<file path="src/rtl/adc_emu_pkg.sv">
// Shared definitions for the ADC pulse emulator: sample width, FSM encoding,
// LFSR constants and the saturating sample adder also used by the trigger bench.
package adc_emu_pkg;

  localparam int ADC_W  = 14;
  localparam int CALC_W = ADC_W + 2;

  typedef enum logic [1:0] {
    IDLE  = 2'd0,
    WAIT  = 2'd1,
    RISE  = 2'd2,
    DECAY = 2'd3
  } state_t;

  localparam logic [15:0] LFSR_SEED = 16'hACE1;
  // Fibonacci taps 16,14,13,11 expressed as bit positions 15,13,12,10
  localparam logic [15:0] LFSR_TAPS = 16'hB400;

  localparam logic signed [CALC_W:0] ADC_MAX = (CALC_W+1)'((1 << ADC_W) - 1);

  // Signed add clamped to the unsigned ADC range [0, 2^ADC_W-1]; one guard bit
  // keeps the sum itself from wrapping before the clamp.
  function automatic logic [ADC_W-1:0] sat_add(input logic signed [CALC_W-1:0] a,
                                               input logic signed [CALC_W-1:0] b);
    logic signed [CALC_W:0] sum;
    sum = $signed({a[CALC_W-1], a}) + $signed({b[CALC_W-1], b});
    if (sum[CALC_W]) begin
      return '0;
    end else if (sum > ADC_MAX) begin
      return '1;
    end else begin
      return sum[ADC_W-1:0];
    end
  endfunction

endpackage

</file>
<file path="src/rtl/lfsr16.sv">
// 16-bit Fibonacci LFSR noise source; holds its value while disabled and
// reloads the package seed on reset.
module lfsr16
  import adc_emu_pkg::*;
(
  input  logic        clk,
  input  logic        reset_n,
  input  logic        i_en,
  output logic [15:0] o_state
);

  logic [15:0] r_lfsr;
  logic        w_feedback;

  assign w_feedback = ^(r_lfsr & LFSR_TAPS);
  assign o_state    = r_lfsr;

  always_ff @(posedge clk or negedge reset_n) begin
    if (!reset_n) begin
      r_lfsr <= LFSR_SEED;
    end else if (i_en) begin
      r_lfsr <= {r_lfsr[14:0], w_feedback};
    end
  end

endmodule

</file>
<file path="src/rtl/adc_pulse_emulator.sv">
// Synthetic ADC sample source: noisy baseline with periodic or forced pulses
// (linear rise, exponential decay) for self-test of the trigger and readout path.
module adc_pulse_emulator
  import adc_emu_pkg::*;
#(
  parameter int BASELINE   = 8054,
  parameter int PERIOD     = 4000,
  parameter int NOISE_BITS = 5
) (
  input  logic             clk,
  input  logic             reset_n,
  input  logic             enable,
  input  logic             forceFire,
  input  logic [ADC_W-1:0] pulseAmp,
  input  logic [ADC_W-1:0] riseStep,
  input  logic [3:0]       decayShift,
  output logic [ADC_W-1:0] ADC_OUT,
  output logic             pulseStart,
  output logic             busy,
  output logic [ADC_W-1:0] pulseCount,
  output logic [1:0]       o_dbg_state
);

  localparam int CNT_W = (PERIOD > 1) ? $clog2(PERIOD) : 1;
  localparam logic [CNT_W-1:0] CNT_LAST = CNT_W'(PERIOD - 1);
  localparam logic [15:0] NOISE_MASK = 16'((1 << NOISE_BITS) - 1);
  localparam logic [CALC_W-1:0] NOISE_HALF = (NOISE_BITS == 0) ? '0 : CALC_W'(1 << (NOISE_BITS - 1));

  state_t           r_state;
  state_t           w_state_next;
  logic [ADC_W-1:0] r_offset;
  logic [ADC_W-1:0] w_offset_next;
  logic [CNT_W-1:0] r_period_cnt;
  logic [ADC_W-1:0] r_adc_out;
  logic             r_pulse_start;
  logic [ADC_W-1:0] r_pulse_count;
  logic             w_fire;

  logic [ADC_W-1:0] w_step;
  logic [ADC_W:0]   w_rise_sum;
  logic [ADC_W-1:0] w_rise_val;
  logic [ADC_W-1:0] w_dec_shift;
  logic [ADC_W-1:0] w_dec_amt;
  logic [ADC_W-1:0] w_dec_val;

  logic [15:0]              w_lfsr;
  logic signed [CALC_W-1:0] w_noise;
  logic signed [CALC_W-1:0] w_level;

  lfsr16 u_lfsr (
    .clk     (clk),
    .reset_n (reset_n),
    .i_en    (enable),
    .o_state (w_lfsr)
  );

  // Shaping arithmetic; a lowered pulseAmp mid-rise lands on the new peak.
  assign w_step      = (riseStep == '0) ? ADC_W'(1) : riseStep;
  assign w_rise_sum  = {1'b0, r_offset} + {1'b0, w_step};
  assign w_rise_val  = (w_rise_sum >= {1'b0, pulseAmp}) ? pulseAmp : w_rise_sum[ADC_W-1:0];
  assign w_dec_shift = r_offset >> decayShift;
  assign w_dec_amt   = (w_dec_shift == '0) ? ADC_W'(1) : w_dec_shift;
  assign w_dec_val   = (r_offset <= w_dec_amt) ? '0 : (r_offset - w_dec_amt);

  always_ff @(posedge clk or negedge reset_n) begin
    if (!reset_n) begin
      r_state <= IDLE;
    end else begin
      r_state <= w_state_next;
    end
  end

  always_comb begin
    w_state_next  = r_state;
    w_offset_next = r_offset;
    w_fire        = 1'b0;
    if (!enable) begin
      w_state_next  = IDLE;
      w_offset_next = '0;
    end else begin
      case (r_state)
        IDLE: w_state_next = WAIT;
        WAIT: begin
          if (r_period_cnt == CNT_LAST || forceFire) begin
            w_state_next = RISE;
            w_fire       = 1'b1;
          end
        end
        RISE: begin
          w_offset_next = w_rise_val;
          if (w_rise_val == pulseAmp) w_state_next = DECAY;
        end
        DECAY: begin
          w_offset_next = w_dec_val;
          if (w_dec_val == '0) w_state_next = WAIT;
        end
        default: w_state_next = IDLE;
      endcase
    end
  end

  always_comb begin
    busy        = (r_state == RISE) || (r_state == DECAY);
    o_dbg_state = r_state;
  end

  // Period counter saturates so an expiry during a busy pulse fires on WAIT entry.
  always_ff @(posedge clk or negedge reset_n) begin
    if (!reset_n) begin
      r_period_cnt <= '0;
    end else if (!enable || r_state == IDLE || w_fire) begin
      r_period_cnt <= '0;
    end else if (r_period_cnt != CNT_LAST) begin
      r_period_cnt <= r_period_cnt + CNT_W'(1);
    end
  end

  assign w_noise = $signed(CALC_W'(w_lfsr & NOISE_MASK) - NOISE_HALF);
  assign w_level = $signed(CALC_W'(BASELINE) + CALC_W'(r_offset));

  always_ff @(posedge clk or negedge reset_n) begin
    if (!reset_n) begin
      r_offset      <= '0;
      r_adc_out     <= ADC_W'(BASELINE);
      r_pulse_start <= 1'b0;
      r_pulse_count <= '0;
    end else begin
      r_offset      <= w_offset_next;
      r_adc_out     <= enable ? sat_add(w_level, w_noise) : ADC_W'(BASELINE);
      r_pulse_start <= w_fire;
      if (w_fire) r_pulse_count <= r_pulse_count + ADC_W'(1);
    end
  end

  assign ADC_OUT    = r_adc_out;
  assign pulseStart = r_pulse_start;
  assign pulseCount = r_pulse_count;

endmodule

</file>
<file path="config.mk">
export PLATFORM = sky130hd
export DESIGN_NAME = adc_pulse_emulator
export DESIGN_NICKNAME = d
export VERILOG_FILES = /design/src/rtl/adc_emu_pkg.sv /design/src/rtl/lfsr16.sv /design/src/rtl/adc_pulse_emulator.sv
export SDC_FILE = /design/constraint.sdc
export NUM_CORES = 1
export LEC_CHECK = 0
export CAP_MARGIN = 30
export CORE_MARGIN = 10
export CORE_UTILIZATION = 40
export CTS_CLUSTER_SIZE = 30
export DETAILED_ROUTE_END_ITERATION = 10
export PLACE_DENSITY = 0.63
export SLEW_MARGIN = 20
export SYNTH_ARGS = -nofsm -noshare
export SYNTH_HDL_FRONTEND = slang
export SYNTH_SLANG_ARGS = --single-unit
</file>
<file path="constraint.sdc">
create_clock -name clk -period 4.4 [get_ports clk]
set_input_delay 1.32 -clock clk [delete_from_list [all_inputs] [get_ports clk]]
set_output_delay 1.32 -clock clk [all_outputs]
set_load 0.1 [all_outputs]
</file>
==> impl_summary.md <==
Layout
The number of nets in the final layout is 1177. The post-route netlist has 33.3% of its cells at a drive strength greater than 1. The number of filler cells placed in the layout is roughly 1500.

The library cell used most frequently in the layout, excluding fill and tap cells, is sky130_fd_sc_hd__buf_4. At the end of the flow the core is filled with cells to roughly three fifths. The antenna diode instance count is 0. After routing the design area is 10200 sq um. Leaving out fill and tap cells, the most frequent cells in the layout are sky130_fd_sc_hd__buf_4, sky130_fd_sc_hd__ha_1, sky130_fd_sc_hd__nand2_1. The area overhead of the layout relative to synthesis is 41.8%.

Clock tree
The number of sinks on the clock net is 73. The TritonCTS clock tree is yes. The longest clock path from root to sink contains 2 buffers.

The number of H-tree levels is 3. The clock edge transition at the registers on the reported setup and hold paths is 0.06 ns. Counting the buffers created by CTS gives 9.

Clock tree synthesis selected as its root buffer the cell sky130_fd_sc_hd__clkbuf_16. The worst-skew pair later-pin latency is roughly 0.33 ns.

Critical path
Counting both buffers and inverters, the worst setup path holds a total of 3. Data arrives at the worst endpoint at 5.37 ns. The cell depth of the worst setup path is 23. The type of origin of the critical path is an input pin.

The slowest stage of the critical path belongs to the cell sky130_fd_sc_hd__a2111o_1. The cell family with the largest share of critical-path delay is compound AO/OA/AOI/OAI gates. The number of cells traversed by the worst register-to-register path is 22. In this run the worst path has a maximum fanout of 8. Traced cell by cell, the critical path runs through buf_12 -> mux2_4 -> nor2_4 -> a21oi_2 -> mux2i_1 -> o22a_1 -> nand3_1 -> and4b_1 -> nand4_1 -> nand2_1 -> ha_2 -> inv_2 -> fa_2 -> a21o_1 -> a21oi_2 -> buf_4 -> xnor2_2 -> a2111o_1 -> nor4_2 -> nand4b_1 -> o41ai_4 -> o31ai_4 -> mux2i_1. The sort of element at the end of the critical path is a flip-flop.

The worst setup path is of the in -> reg kind. Data on the critical path is required at its endpoint by about 4.6 ns. The maximum single-stage delay on the critical path is ~0.4 ns.

Synth
The synthesized netlist devotes around an eighth of its cell area to adder and majority cells. After synthesis, flip-flops and latches occupy 25.8% of the total area. The largest family of logic cells by synthesized area is compound AO/OA/AOI/OAI gates. The top flip-flop cell by instance count after synthesis is sky130_fd_sc_hd__dfrtp_1. The number of storage elements in the synthesis netlist is between 70 and 80. Measured against the total synthesized area, the mux share comes to under 10%. The synthesized design contains 0 enable-type register cells.

The number of standard cells after synthesis is roughly 830. Summing the areas of all xor and xnor instances in the mapped netlist gives a little over 10% of the synthesized area. The cell area after synthesis is ~7000 sq um. The mean area per synthesized cell is about 8.6 sq um.

The post-synthesis net count is 937. The synthesized netlist devotes between 15 and 20% of its cell area to simple gates. The fraction of registers with async set/reset is 100%.

The number of unique standard cell types used by synthesis is between 80 and 90. The synthesized netlist devotes between 20% and 30% of its cell area to compound gates. Yosys printed 0 warnings.

Floorplan
Pin placement for this block handled 68 I/O pins. The starting density of the core is slightly above 40%. The area inside the core boundary is 17400 sq um.

The die covers ~24000 sq um. The count of standard-cell rows is between 40 and 50. The y dimension of the die is 154 um. The floorplan step set the die width to 154 um.

Global route
Entering global routing, the biggest net connects 36 pins. Across every metal layer, demand over resource in global routing totals 17.7%. The number of antenna violations at the first check in global routing came to 0. The total grt overflow is 0. The wire length of the first global-routing pass is ~35000 um. The via count of the first global-routing pass is 6967.

Detailed routing
The total via count after detailed routing is approximately 7000. The wire length per cell after detailed routing is approximately 16 um. The number of iterations in the first detailed-routing pass is 5. The first routing iteration left 314 violations. Summed over all layers, the routed wires come to 21400 um. The count of nets left with antenna violations after detail routing is 0. The mean number of vias per cell is approximately 5.3. The number of remaining DRC errors is 0.

Timing
Between clock sinks in the finished design, the worst skew comes to 0.00530 ns. After layout, the worst path uses 117% of the clock period. Across all setup checks in the final design, the least slack found is -0.766 ns. The minimum period implied by the final worst setup slack is between 5 and 6 ns. The final count of negative-setup-slack endpoints is 16. The worst-margin pin slew is between 1 and 1.5 ns. Setup repair after global routing could not meet its margin everywhere. The smallest hold slack is about 0.47 ns. The total count of hold-check failures in the final report came to 0.

Measured against its own limit, the worst slew margin works out to slightly above 30%. Derived from the worst setup path, the maximum achievable clock frequency is between 0.15 and 0.2 GHz. The count of pins over their slew limit came to 0.

After routing, the total negative slack on setup checks comes to -9.69 ns.

Placed design
The congestion estimate from routability-driven global placement came to 0.933. In this run the cell area measured after placement is 9450 sq um. In this run the tool buffered the top-level ports with 67 buffer cells. The half-perimeter wire length after placement is 17100 um.

Worst hold path
The depth of the worst hold-timing path is 1. The min-delay analysis places its worst path in the category reg -> reg.

Status
The final reports fail on negative setup slack. The flow ran to the end, but the final reports show violations.

Flow run
Max-cap violations in this run came to 0.
==> registers in the layout (all words and copies together) (netlist names) <==
register,count
u_lfsr.o_state,16
pulseStart,1
o_dbg_state,2
r_offset,14
r_period_cnt,12
pulseCount,14
ADC_OUT,14
==> cell usage after synthesis, types with 3 or more instances <==
cell	n	area, sq um
sky130_fd_sc_hd__buf_2	8	40.0
sky130_fd_sc_hd__clkbuf_1	32	120
sky130_fd_sc_hd__nand4_1	19	119
sky130_fd_sc_hd__a21oi_1	51	255
sky130_fd_sc_hd__or2_2	9	56.3
sky130_fd_sc_hd__o22a_1	3	26.3
sky130_fd_sc_hd__mux2i_1	29	290
sky130_fd_sc_hd__o21bai_1	4	30.0
sky130_fd_sc_hd__xnor2_1	49	429
sky130_fd_sc_hd__nand2b_1	14	87.6
sky130_fd_sc_hd__nor2b_1	5	31.3
sky130_fd_sc_hd__buf_4	3	22.5
sky130_fd_sc_hd__and3_1	10	62.6
sky130_fd_sc_hd__nand2_1	56	210
sky130_fd_sc_hd__nor4_1	6	37.5
sky130_fd_sc_hd__and2_1	9	56.3
sky130_fd_sc_hd__nor2_1	57	214
sky130_fd_sc_hd__a22o_1	4	35.0
sky130_fd_sc_hd__a21o_1	23	173
sky130_fd_sc_hd__ha_1	66	826
sky130_fd_sc_hd__o21ai_0	42	210
sky130_fd_sc_hd__o211ai_1	9	67.6
sky130_fd_sc_hd__inv_1	48	180
sky130_fd_sc_hd__dfstp_2	18	473
sky130_fd_sc_hd__a311o_1	4	40.0
sky130_fd_sc_hd__fa_1	3	60.1
sky130_fd_sc_hd__nor3_1	17	85.1
sky130_fd_sc_hd__mux2_2	18	203
sky130_fd_sc_hd__o2111ai_1	4	35.0
sky130_fd_sc_hd__xor2_1	23	201
sky130_fd_sc_hd__xnor3_1	3	67.6
sky130_fd_sc_hd__o21a_1	11	82.6
sky130_fd_sc_hd__a211o_1	4	35.0
sky130_fd_sc_hd__nand3_1	23	115
sky130_fd_sc_hd__nand4b_1	4	35.0
sky130_fd_sc_hd__or3_1	6	37.5
sky130_fd_sc_hd__a31oi_1	12	75.1
sky130_fd_sc_hd__dfrtp_1	55	1380
sky130_fd_sc_hd__o21ai_1	4	20.0
sky130_fd_sc_hd__a211oi_1	8	60.1
sky130_fd_sc_hd__a311oi_1	3	26.3
==> kinds of logic after synthesis <==
group	count (synthesis)
buf+inv	97
flops	73
simple gates	250
mux	49
fa+ha+maj	69
compound gates	217
xor+xnor	77
==> through the flow <==
step	instances	setup WS, ns
after global placement	1264	-1.51
final	1301	-0.766
after detailed placement	1265	-1.56
after floorplan	832	-0.562
after global routing	1301	-0.972
after CTS	1297	-0.795
==> final cells by class <==
class / count / area [sq um] / share of cell area, %
Clock buffer: 15 / 258 / 2.53
Inverter: 50 / 190 / 1.87
Multi-Input combinational cell: 662 / 5300 / 52.0
Sequential cell: 73 / 1850 / 18.2
Tap cell: 225 / 282 / 2.77
Timing Repair Buffer: 276 / 2300 / 22.6
==> per-layer routing <==
layer | vias up | routed length [um] | track usage, %
li1 | 3481 | - | -
met4 | 0 | 471 | 5.44
met1 | 3298 | 9440 | 22.0
met2 | 137 | 10600 | 30.4
met5 | - | 0 | 0
met3 | 29 | 910 | 3.01
==> worst paths after layout <==
| path | start | end | slack, ns |
|---|---|---|---|
| min in group asynchronous | reset_n | ADC_OUT[7]$_DFF_PN0_ | 1.00 |
| max in group asynchronous | reset_n | u_lfsr.o_state[13]$_DFFE_PN1P_ | 2.57 |
| worst min register to register | pulseCount[13]$_DFFE_PN0P_ | pulseCount[13]$_DFFE_PN0P_ | 0.47 |
| worst max register to register | r_offset[8]$_DFFE_PN0P_ | o_dbg_state[1]$_DFFE_PN0P_ | -0.07 |
| worst min-delay path | pulseCount[13]$_DFFE_PN0P_ | pulseCount[13]$_DFFE_PN0P_ | 0.47 |
| worst max-delay path | decayShift[1] | o_dbg_state[1]$_DFFE_PN0P_ | -0.77 |
==> repair_timing <==
item / CTS / global route
gates resized for setup: 108 / 52
gates cloned: 1 / 0
buffers inserted: 17 / 6
setup endpoints to repair: 16 / 30
pin swaps: 51 / 48
hold buffers: 0 / 0
Power is left out: the tool's default activity adds up to more than one toggle a clock period on the data nets, which glitch-free logic cannot reach.
